File: config.mk
export PLATFORM = sky130hd
export DESIGN_NAME = branch_fu
export DESIGN_NICKNAME = d
export VERILOG_FILES = /design/src/rtl/branch_fu.sv
export SDC_FILE = /design/constraint.sdc
export NUM_CORES = 1
export LEC_CHECK = 0
export CORE_ASPECT_RATIO = 1.75
export CORE_MARGIN = 3
export CORE_UTILIZATION = 46
export CTS_CLUSTER_DIAMETER = 80
export DETAILED_ROUTE_END_ITERATION = 7
export PLACE_DENSITY = 0.7
export SYNTH_ARGS = -nofsm -noshare
export SYNTH_HDL_FRONTEND = slang
export SYNTH_SLANG_ARGS = --single-unit
export TNS_END_PERCENT = 50
File: constraint.sdc
create_clock -name clk -period 11.9 [get_ports clk]
set_input_delay 2.38 -clock clk [delete_from_list [all_inputs] [get_ports clk]]
set_output_delay 2.38 -clock clk [all_outputs]
set_load 0.02 [all_outputs]
File: src/rtl/branch_fu.sv
// Branch functional unit: two-stage (E1 resolve, E2 hold) pipeline for conditional
// branches, JAL and JALR, broadcasting link value, next PC and mispredict on the CDB.

module cmp (
  input  logic [2:0]  op,
  input  logic [31:0] a,
  input  logic [31:0] b,
  output logic        en
);
  always_comb begin
    en = 1'b0;
    case (op)
      3'b000:  en = (a == b);
      3'b001:  en = (a != b);
      3'b100:  en = ($signed(a) < $signed(b));
      3'b101:  en = ($signed(a) >= $signed(b));
      3'b110:  en = (a < b);
      3'b111:  en = (a >= b);
      default: en = 1'b0;  // 010/011 are not branch compares
    endcase
  end
endmodule

module branch_fu #(
  parameter int ROB_IDX_W  = 5,
  parameter int PHYS_REG_W = 6
) (
  input  logic                  clk,
  input  logic                  rst,
  input  logic                  flush,
  input  logic                  iss_valid,
  output logic                  iss_ready,
  input  logic [1:0]            iss_kind,
  input  logic [2:0]            iss_cmpop,
  input  logic [31:0]           iss_pc,
  input  logic [31:0]           iss_rs1_v,
  input  logic [31:0]           iss_rs2_v,
  input  logic [31:0]           iss_imm,
  input  logic                  iss_pred_taken,
  input  logic [31:0]           iss_pred_target,
  input  logic [ROB_IDX_W-1:0]  iss_rob_idx,
  input  logic [PHYS_REG_W-1:0] iss_pd,
  output logic                  cdb_valid,
  input  logic                  cdb_ready,
  output logic [ROB_IDX_W-1:0]  cdb_rob_idx,
  output logic [PHYS_REG_W-1:0] cdb_pd,
  output logic                  cdb_rd_we,
  output logic [31:0]           cdb_rd_v,
  output logic                  cdb_mispredict,
  output logic [31:0]           cdb_redirect_pc
);
  typedef enum logic [1:0] {
    KIND_BR   = 2'b00,
    KIND_JAL  = 2'b01,
    KIND_JALR = 2'b10,
    KIND_RSVD = 2'b11
  } kind_t;

  logic                  e1_valid;
  logic [1:0]            e1_kind;
  logic [2:0]            e1_cmpop;
  logic [31:0]           e1_pc;
  logic [31:0]           e1_rs1_v;
  logic [31:0]           e1_rs2_v;
  logic [31:0]           e1_imm;
  logic                  e1_pred_taken;
  logic [31:0]           e1_pred_target;
  logic [ROB_IDX_W-1:0]  e1_rob_idx;
  logic [PHYS_REG_W-1:0] e1_pd;

  logic                  e2_valid;
  logic [ROB_IDX_W-1:0]  e2_rob_idx;
  logic [PHYS_REG_W-1:0] e2_pd;
  logic                  e2_rd_we;
  logic [31:0]           e2_rd_v;
  logic                  e2_mispredict;
  logic [31:0]           e2_redirect_pc;

  logic        e1_advance;
  logic        accept;
  logic        br_en;
  logic [31:0] seq_pc;
  logic [31:0] br_tgt;
  logic [31:0] jalr_tgt;
  logic        res_rd_we;
  logic [31:0] res_rd_v;
  logic        res_mispredict;
  logic [31:0] res_redirect_pc;

  assign e1_advance = !e2_valid || (cdb_valid && cdb_ready);
  assign iss_ready  = !flush && (!e1_valid || e1_advance);
  assign accept     = iss_valid && iss_ready;

  cmp u_cmp (
    .op (e1_cmpop),
    .a  (e1_rs1_v),
    .b  (e1_rs2_v),
    .en (br_en)
  );

  assign seq_pc   = e1_pc + 32'd4;
  assign br_tgt   = e1_pc + e1_imm;
  assign jalr_tgt = (e1_rs1_v + e1_imm) & ~32'h1;

  always_comb begin
    res_rd_we       = 1'b0;
    res_rd_v        = 32'h0;
    res_mispredict  = 1'b0;
    res_redirect_pc = seq_pc;
    case (kind_t'(e1_kind))
      KIND_BR: begin
        res_redirect_pc = br_en ? br_tgt : seq_pc;
        res_mispredict  = (br_en != e1_pred_taken) ||
                          (br_en && (e1_pred_target != br_tgt));
      end
      KIND_JAL: begin
        res_redirect_pc = br_tgt;
        res_mispredict  = !e1_pred_taken || (e1_pred_target != br_tgt);
        res_rd_we       = 1'b1;
        res_rd_v        = seq_pc;
      end
      KIND_JALR: begin
        res_redirect_pc = jalr_tgt;
        res_mispredict  = !e1_pred_taken || (e1_pred_target != jalr_tgt);
        res_rd_we       = 1'b1;
        res_rd_v        = seq_pc;
      end
      default: begin
        res_redirect_pc = seq_pc;
      end
    endcase
  end

  // E1: capture an accepted issue, otherwise drain when E2 can take the op.
  always_ff @(posedge clk or posedge rst) begin
    if (rst) begin
      e1_valid       <= 1'b0;
      e1_kind        <= 2'b00;
      e1_cmpop       <= 3'b000;
      e1_pc          <= 32'h0;
      e1_rs1_v       <= 32'h0;
      e1_rs2_v       <= 32'h0;
      e1_imm         <= 32'h0;
      e1_pred_taken  <= 1'b0;
      e1_pred_target <= 32'h0;
      e1_rob_idx     <= '0;
      e1_pd          <= '0;
    end else if (flush) begin
      e1_valid <= 1'b0;
    end else if (accept) begin
      e1_valid       <= 1'b1;
      e1_kind        <= iss_kind;
      e1_cmpop       <= iss_cmpop;
      e1_pc          <= iss_pc;
      e1_rs1_v       <= iss_rs1_v;
      e1_rs2_v       <= iss_rs2_v;
      e1_imm         <= iss_imm;
      e1_pred_taken  <= iss_pred_taken;
      e1_pred_target <= iss_pred_target;
      e1_rob_idx     <= iss_rob_idx;
      e1_pd          <= iss_pd;
    end else if (e1_advance) begin
      e1_valid <= 1'b0;
    end
  end

  // E2: payload only updates when a real op moves in, so a stalled result is stable.
  always_ff @(posedge clk or posedge rst) begin
    if (rst) begin
      e2_valid       <= 1'b0;
      e2_rob_idx     <= '0;
      e2_pd          <= '0;
      e2_rd_we       <= 1'b0;
      e2_rd_v        <= 32'h0;
      e2_mispredict  <= 1'b0;
      e2_redirect_pc <= 32'h0;
    end else if (flush) begin
      e2_valid <= 1'b0;
    end else if (e1_advance) begin
      e2_valid <= e1_valid;
      if (e1_valid) begin
        e2_rob_idx     <= e1_rob_idx;
        e2_pd          <= e1_pd;
        e2_rd_we       <= res_rd_we;
        e2_rd_v        <= res_rd_v;
        e2_mispredict  <= res_mispredict;
        e2_redirect_pc <= res_redirect_pc;
      end
    end
  end

  assign cdb_valid       = e2_valid;
  assign cdb_rob_idx     = e2_rob_idx;
  assign cdb_pd          = e2_pd;
  assign cdb_rd_we       = e2_rd_we;
  assign cdb_rd_v        = e2_rd_v;
  assign cdb_mispredict  = e2_mispredict;
  assign cdb_redirect_pc = e2_redirect_pc;
endmodule
==> results_dict.tcl, run 1 <==
set metrics [dict create \
    cp-start-kind "primary input" \
    power.internal_mw 2.353 \
    stdcell_count 2495 \
    synth_commonest_cells "256 x dfrtp_1, 200 x nand2_1, 178 x mux2_2" \
    grt_pass1_wl_microns 87350 \
    ys_seq_area_share_pct 36.67 \
    cp_max_fo 5 \
    finalCritPeriodShare_pct 53.92 \
    crit_required_ps 9520 \
    cellPowerDensity_mw_per_mm2 195.0 \
    ys_seq_elements 256 \
    grt_max_degree 118 \
    timing.fmax_mhz 155.9 \
    skew_ps 13.43 \
    setup_viol 0 \
    core_area_sq_mm 0.03712 \
    synth_most_common_cell "dfrtp_1" \
    synth_top_flop_cell "dfrtp_1" \
    area_delta_synth_final_pct 20.30 \
    diodes 0 \
    drc 0 \
    final_layout_size_suffix_gt1_share_pct 12.92 \
    wl_per_cell_microns 23.14 \
    first_pass_iters 7 \
    hold_violations 0 \
    status "completed" \
    via_per_inst 5.986 \
    synth_top_cell_area_share_pct 36.67 \
    die_y_microns 263.8 \
    post_cts_resized 0 \
    critical_path_class "primary input to primary output" \
    clock_latency_ps 550 \
    wirelength_microns 57740 \
    worst_pin_slew_ps 1069 \
    end_kind "primary output" \
    cts_buffers 25 \
    hpwl_microns 46090 \
    cts_root_buf "clkbuf_16" \
    maxSlewHeadroom_pct 28.72 \
    synthXorXnorAreaFrac_pct 7.564 \
    cap_violations 0 \
    worst_setup_hold_path_clk_slew_ps 60 \
    synth_top_cell_by_area "dfrtp_1" \
    drv_slew 0 \
    swShare_pct 42.59 \
    pin_count 261 \
    p_seq_share_pct 30.0 \
    min_path_type "register to register" \
    ir_worst_vdd_uv 141.6 \
    worstPathArrival_ps 4040 \
    synth_top_family_by_area "compound AO/OA/AOI/OAI gates" \
    synthArstFlopShare_pct 100.0 \
    cts_sinks 256 \
    period_minus_slack_ps 6416 \
    h-tree-depth 1 \
    combPwrFrac_pct 50.6 \
    overflow 0 \
    cts_buffer_depth 3 \
    syn_inst 1811 \
    start_util_pct 47.06 \
    synth_edf_count 0 \
    syn_area_sq_mm 0.01747 \
    cts_tree "done" \
    chipWidth_microns 153.3 \
    postCtsSetupBuffers 0 \
    drt-initial-drc-count 971 \
    tns_ps 0 \
    rsz0062_at_grt "no" \
    syn_area_per_cell_sq_um 9.646 \
    p_sw_mw 1.745 \
    nNetsFinal 2286 \
    p_total_mw 4.098 \
    synth_simple_gate_area_share_pct 13.35 \
    power.leakage_nw 8.985 \
    synth_fp_nets 2093 \
    hold_buffers 0 \
    synth_compound_area_share_pct 18.11 \
    grt_util_all_layers_pct 27.39 \
    yosys.cell_types.count 101 \
    fillCellCount 3287 \
    place_ws_ps 5489 \
    vias 14940 \
    worst_slack_ps 5484 \
    synth_area_leaders "dfrtp_1 37%, mux2_2 11%, ha_1 7.0%" \
    row_count 93 \
    yosys_warnings 0 \
    globalplace.congestion 0.9752 \
    grt_pass1_vias 15320 \
    io_buffer_count 260 \
    synth_mux_area_share_pct 12.35 \
    p_clk_share_pct 19.5 \
    final_util_pct 56.61 \
    dp.cells 2452 \
    antenna_found_initial 0 \
    synth_fa_ha_area_share_pct 7.249 \
    die-area_sq_mm 0.04044 \
    detail-route-antenna-nets 0 \
]
sequential cells by signal (all words and copies together), names as in the netlist:
name / cells
e1_pc: 32
cdb_redirect_pc: 32
e1_rob_idx: 5
e1_pred_target: 32
e1_kind: 2
cdb_rd_v: 32
e1_rs2_v: 32
cdb_rob_idx: 5
e1_pred_taken: 1
cdb_valid: 1
e1_pd: 6
e1_rs1_v: 32
e1_valid: 1
cdb_mispredict: 1
cdb_pd: 6
e1_imm: 32
cdb_rd_we: 1
e1_cmpop: 3
cells in the final DEF (no fill, tap or decap), types with 5 or more instances in the layout:
| cell | n |
|---|---|
| clkdlybuf4s50_1 | 260 |
| nor3b_1 | 6 |
| a21oi_1 | 107 |
| xnor2_1 | 80 |
| nand4_1 | 26 |
| a2111oi_0 | 9 |
| inv_1 | 69 |
| a22o_1 | 6 |
| and3_1 | 25 |
| a221o_1 | 6 |
| o21bai_1 | 9 |
| o21ai_0 | 88 |
| nor3_1 | 18 |
| or3_1 | 7 |
| a21o_1 | 43 |
| buf_4 | 10 |
| nor2_1 | 66 |
| xor2_1 | 56 |
| a31oi_1 | 15 |
| and4_1 | 9 |
| o21a_1 | 9 |
| a211o_1 | 5 |
| nand2_1 | 199 |
| mux2_2 | 178 |
| dfrtp_1 | 256 |
| o21ai_1 | 41 |
| nor2b_1 | 6 |
| nor4_1 | 10 |
| ha_1 | 98 |
| nand2b_1 | 7 |
| o211ai_1 | 13 |
| mux2i_1 | 13 |
| a211oi_1 | 13 |
| nand3_1 | 56 |
| a221oi_1 | 34 |
| clkbuf_16 | 25 |
| o2111ai_1 | 6 |
| and2_1 | 14 |
power by group through the flow:
stage	clock, mW	sequential (mW)	combinational, mW
2_1_floorplan	0	1.27	1.29
3_3_place_gp	0	1.24	2.03
3_5_place_dp	0	1.24	2.04
4_1_cts	0.816	1.23	2.06
5_1_grt	0.848	1.25	2.23
6_report	0.797	1.23	2.07
per-layer routing:
metal	GRT usage [%]	vias to the layer above	part of all wire, %
li1	-	6999	-
met1	31.79	7251	38
met2	49.83	539	52
met3	2.721	146	4.6
met4	13.64	0	5.9
met5	0	-	0
final timing paths:
kind,end,slack [ps],cells past startpoint,from
worst max-delay path,iss_ready,5480,4,cdb_ready
worst min register to register,cdb_rob_idx[0],470,2,e1_rob_idx[0]
worst max register to register,cdb_mispredict,7380,13,e1_rs1_v[0]
worst min-delay path,cdb_rob_idx[0],470,2,e1_rob_idx[0]
min in group asynchronous,e1_rs2_v[2],2400,2,rst
max in group asynchronous,e1_pc[22],7980,3,rst
critical path, cell delays in order:
cell             delay [ps]
clkdlybuf4s50_1         460
and2b_2                 250
a21oi_1                 280
clkdlybuf4s50_1         660
logic make-up (layout without fill, tap and decap cells):
kind of cell,count (synthesis),in the layout
adders and majority gates,100,100
muxes,193,193
DFF,256,256
buffers and inverters,174,383
AOI/OAI and AO/OA,470,470
xor gates and xnor gates,142,142
and+or+nand+nor,476,476
area by class of cell:
class / instances / area, sq um / area share, %
flip-flops and latches: 256 / 6406 / 30.49
clock inverters: 10 / 113.9 / 0.5418
inverters: 70 / 270.3 / 1.286
well taps: 475 / 594.3 / 2.828
repair buffers: 270 / 2678 / 12.74
multi-input cells: 1381 / 10260 / 48.81
clock buffers: 33 / 695.7 / 3.311
through the flow:
stage / hold WS [ps] / area, sq um
global route: 486.1 / 21010
detailed placement: 457.0 / 20200
global placement: 439.9 / 20200
CTS: 470.5 / 21010
floorplan: 433.1 / 17470
finish: 465.6 / 21010
(Power assumes the default switching activity.)
==> inputs of run 2 (changes only) <==
clock period = 6.1 ns   (was 11.9 ns; I/O delays follow)
==> results_dict.tcl, run 2 (synthesized netlist as in run 1, its figures left out) <==
set metrics [dict create \
    status "completed" \
    p_total_mw 8.043 \
    nNetsFinal 2287 \
    cp_max_fo 15 \
    worst_setup_hold_path_clk_slew_ps 70 \
    grt_util_all_layers_pct 28.97 \
    end_kind "register" \
    wl_per_cell_microns 24.18 \
    first_pass_iters 5 \
    crit_family "simple AND/OR/NAND/NOR gates" \
    die_y_microns 263.8 \
    wl_met3_microns 2769 \
    die-area_sq_mm 0.04044 \
    layout_common_cells "260 x clkdlybuf4s50_1, 256 x dfrtp_1, 199 x nand2_1" \
    h-tree-depth 1 \
    cts_sinks 256 \
    setup_viol 0 \
    rsz0062_at_grt "no" \
    min_path_type "register to register" \
    io_buffer_count 260 \
    critical_path_class "register to register" \
    detail-route-antenna-nets 0 \
    clock_latency_ps 560 \
    cap_violations 0 \
    crit_chain "ha_1 > nand4_1 > nor2_1 > nor4b_2 > a31o_2 > a221oi_2 > mux2i_1 > a221oi_2 > and2_1 > mux2_1 > a21oi_1 > o31ai_1" \
    hold_buffers 0 \
    finalCritPeriodShare_pct 70.23 \
    cp_num_buf_inv 0 \
    grt_pass1_vias 15550 \
    crit_required_ps 6510 \
    postPlaceCellArea_sq_mm 0.02025 \
    grt_pass1_wl_microns 91920 \
    drv_slew 0 \
    period_minus_slack_ps 4284 \
    drc 0 \
    pin_count 261 \
    post_cts_resized 0 \
    via_per_inst 6.047 \
    r2r_start "e1_rs1_v[26]" \
    globalplace.congestion 0.9392 \
    cts_buffer_depth 3 \
    worst_pin_slew_ps 1126 \
    highest_layer "met4" \
    cts_buffers 24 \
    cp-start-kind "register" \
    diodes 0 \
    row_count 93 \
    worstPathArrival_ps 4690 \
    timing.fmax_mhz 233.4 \
    fin_area_sq_mm 0.02106 \
    holdWs_ps 464.5 \
    min_from "cdb_rd_v[20]" \
    maxSlewHeadroom_pct 24.93 \
    core_area_sq_mm 0.03712 \
    postCtsSetupBuffers 0 \
    hold_violations 0 \
    critPathSlowestCell "a221oi_2" \
    startpoint "e1_rs1_v[26]" \
    skew_ps 19.23 \
    antenna_found_initial 0 \
    chipWidth_microns 153.3 \
    tns_ps 0 \
    cts_tree "done" \
    final_layout_size_suffix_gt1_share_pct 12.96 \
    overflow 0 \
    start_util_pct 47.06 \
    wirelength_microns 60390 \
    ir_worst_vdd_uv 210.4 \
    cts_root_buf "clkbuf_16" \
    wl_met1_microns 22540 \
    path_common_cell "a221oi_2" \
    wl_met2_microns 31720 \
    power.leakage_nw 9.000 \
    hpwl_microns 48020 \
    vias 15100 \
    grt_max_degree 135 \
    cellPowerDensity_mw_per_mm2 381.9 \
    area_delta_synth_final_pct 20.56 \
    slowest_delay_ps 690 \
    drt-initial-drc-count 1031 \
    final_common_cell "clkdlybuf4s50_1" \
]
==> run 2: cell count changes in the layout (fill, tap and decap cells not counted), sizes merged <==
| cell | previous run | this run |
|---|---|---|
| bufinv | 2 | 1 |
| clkinvlp | 1 | 2 |
| buf | 10 | 12 |
| clkbuf | 33 | 38 |
| clkinv | 4 | 3 |
| inv | 73 | 69 |
==> run 2: where the power goes <==
part           internal [mW]  leakage, nW  switching, mW  total, mW
Clock                  0.878        0.395          0.668       1.55
Sequential              2.04         3.10          0.374       2.41
Combinational           1.67         5.51           2.41       4.09
Total                   4.59         9.00           3.46       8.04
==> run 2: worst min-delay path: stages (launching register included) <==
cell	delay, ps
dfrtp_1	340
nand2_1	50
nand2_1	50
==> run 2: cell type report <==
cell class	instances	area, sq um
Timing Repair Buffer	272	2730
Fill cell	3404	16060
Inverter	70	266.5
Multi-Input combinational cell	1381	10260
Sequential cell	256	6406
Clock buffer	38	743.2
Tap cell	475	594.3
Clock inverter	5	63.81
==> run 2: layer usage <==
| layer | GRT usage (%) | up-vias |
|---|---|---|
| met5 | 0 | - |
| li1 | - | 6996 |
| met4 | 14.10 | 0 |
| met1 | 33.31 | 7427 |
| met3 | 2.819 | 138 |
| met2 | 53.29 | 538 |
==> run 2: path summary, 6_finish.rpt <==
kind                       cells past startpoint                 end  slack [ps]
setup reg to reg                              12  cdb_redirect_pc[3]        1820
hold reg to reg                                2        cdb_rd_v[20]         460
hold / removal                                 2        cdb_rd_v[20]         460
min in group asynchronous                      2      cdb_rob_idx[3]         910
setup / recovery                              12  cdb_redirect_pc[3]        1820
max in group asynchronous                      3        e1_rs2_v[25]        4180
==> run 2: through the flow <==
stage / setup slack, ps / cells / utilization (%)
6_report: 1816 / 2497 / 56.74
5_1_grt: 1585 / 2497 / 56.74
4_1_cts: 1828 / 2497 / 56.74
3_5_place_dp: 1831 / 2454 / 54.56
3_3_place_gp: 1933 / 2454 / 54.56
2_1_floorplan: 1508 / 1811 / -
==> inputs of run 3 (changes only) <==
clock period = 4.25 ns   (was 6.1 ns; I/O delays follow)
==> results_dict.tcl, run 3 (synthesized netlist as in run 1, its figures left out) <==
set metrics [dict create \
    area_delta_synth_final_pct 22.99 \
    power.leakage_nw 9.271 \
    diodes 0 \
    worst_pin_slew_ps 1114 \
    hpwl_microns 48190 \
    drt-initial-drc-count 984 \
    timing.fmax_mhz 251.3 \
    p_sw_mw 5.001 \
    stdcell_count 2552 \
    drv_slew 0 \
    post_cts_resized 0 \
    min_path_type "register to register" \
    status "completed" \
    globalplace.congestion 0.9831 \
    ir_worst_vdd_uv 331.9 \
    crit_required_ps 4740 \
    core_area_sq_mm 0.03712 \
    worst_setup_hold_path_clk_slew_ps 70 \
    grt_pass1_vias 15760 \
    row_count 93 \
    via_per_inst 5.993 \
    cts_sinks 256 \
    cts_tree "done" \
    first_pass_iters 5 \
    start_util_pct 47.06 \
    cp-start-kind "register" \
    cts_root_buf "clkbuf_16" \
    final_layout_size_suffix_gt1_share_pct 15.36 \
    p_clk_share_pct 18.7 \
    nNetsFinal 2343 \
    critPathSlowestCell "ha_1" \
    combPwrFrac_pct 52.2 \
    wirelength_microns 60230 \
    end_kind "register" \
    period_minus_slack_ps 3979 \
    crit_chain "ha_1 > nand3_1 > o211ai_2 > a41oi_2 > a21oi_1 > o21ai_1 > o41ai_1 > xor2_1 > a221oi_1 > a21o_1 > a221oi_1 > a21o_1" \
    cap_violations 0 \
    postPlaceCellArea_sq_mm 0.02070 \
    layout_common_cells "260 x clkdlybuf4s50_1, 256 x dfrtp_1, 199 x nand2_1" \
    hold_violations 0 \
    drc 0 \
    crit_family "compound AO/OA/AOI/OAI gates" \
    overflow 0 \
    die-area_sq_mm 0.04044 \
    skew_ps 15.49 \
    cp_max_fo 7 \
    grt_pass1_wl_microns 91530 \
    antenna_found_initial 0 \
    maxSlewHeadroom_pct 25.73 \
    setup_viol 0 \
    die_y_microns 263.8 \
    tns_ps 0 \
    fillCellCount 3260 \
    vias 15290 \
    p_seq_share_pct 29.1 \
    clock_latency_ps 560 \
    swShare_pct 42.73 \
    io_buffer_count 260 \
    grt_max_degree 86 \
    cellPowerDensity_mw_per_mm2 544.8 \
    fin_area_sq_mm 0.02148 \
    postCtsSetupBuffers 0 \
    rsz0062_at_grt "no" \
    worstPathArrival_ps 4460 \
    cp_num_buf_inv 0 \
    finalCritPeriodShare_pct 93.62 \
    detail-route-antenna-nets 0 \
    cts_buffer_depth 3 \
    grt_util_all_layers_pct 28.86 \
    cts_buffers 24 \
    dp.cells 2510 \
    slowest_delay_ps 530 \
    chipWidth_microns 153.3 \
    pin_count 261 \
    critical_path_class "register to register" \
    wl_per_cell_microns 23.60 \
    final_common_cell "clkdlybuf4s50_1" \
    h-tree-depth 1 \
    hold_buffers 0 \
    power.internal_mw 6.704 \
]
## run 3: cell types whose count changed in the layout (fill, tap and decap cells not counted), sizes merged
| cell | previous run | this run |
|---|---|---|
| buf | 12 | 68 |
| clkbuf | 38 | 33 |
| clkinv | 3 | 6 |
| clkinvlp | 2 | 3 |
## run 3: power by group through the flow
stage                     Combinational [mW]  Sequential, mW  Clock, mW
after floorplan                         3.61            3.56          0
after CTS                               6.04            3.41       2.24
final                                   6.11            3.41       2.19
after detailed placement                6.01            3.45          0
after global placement                  5.96            3.43          0
after global routing                    6.52            3.47       2.32
## run 3: layout make-up
type                       instances  area [sq um]  share of cell area (%)
multi-input combinational       1381         10260                   47.74
timing repair buffer             328          3176                   14.78
clock buffer                      33         705.7                   3.285
sequential                       256          6406                   29.82
clock inverter                     9         78.83                  0.3669
inverter                          70         266.5                   1.241
tap                              475         594.3                   2.766
## run 3: per-stage QoR
stage                     utilization, %  setup slack [ps]  power (mW)  hold WS, ps
after CTS                          57.88             325.1       11.69        469.3
after floorplan                        -             28.38       7.172        433.1
final                              57.88             271.3       11.70        467.9
after detailed placement           55.76             370.8       9.463        454.9
after global placement             55.76             457.3       9.395        440.1
after global routing               57.88             127.2       12.31        486.9
## run 3: worst reg2reg max path, stage by stage, from the launching register on
cell	delay, ps
dfrtp_1	440
ha_1	530
nand3_1	140
o211ai_2	310
a41oi_2	330
a21oi_1	290
o21ai_1	170
o41ai_1	460
xor2_1	340
a221oi_1	190
a21o_1	250
a221oi_1	330
a21o_1	120
## run 3: final timing paths
kind                             startpoint  slack, ps  cells after the start             endpoint
worst max-delay path               e1_pc[4]        270                     12  cdb_redirect_pc[25]
worst min-delay path            cdb_rd_v[1]        470                      2          cdb_rd_v[1]
worst max register to register     e1_pc[4]        270                     12  cdb_redirect_pc[25]
worst min register to register  cdb_rd_v[1]        470                      2          cdb_rd_v[1]
max in group asynchronous               rst       2410                      3           e1_imm[13]
min in group asynchronous               rst        900                      2          cdb_rd_v[1]
## run 3: routing by layer
metal | global-route usage (%) | share of wire (%)
met2 | 53.02 | 52
met4 | 15.76 | 6.3
met3 | 2.918 | 5.3
met5 | 0 | 0
met1 | 32.43 | 37
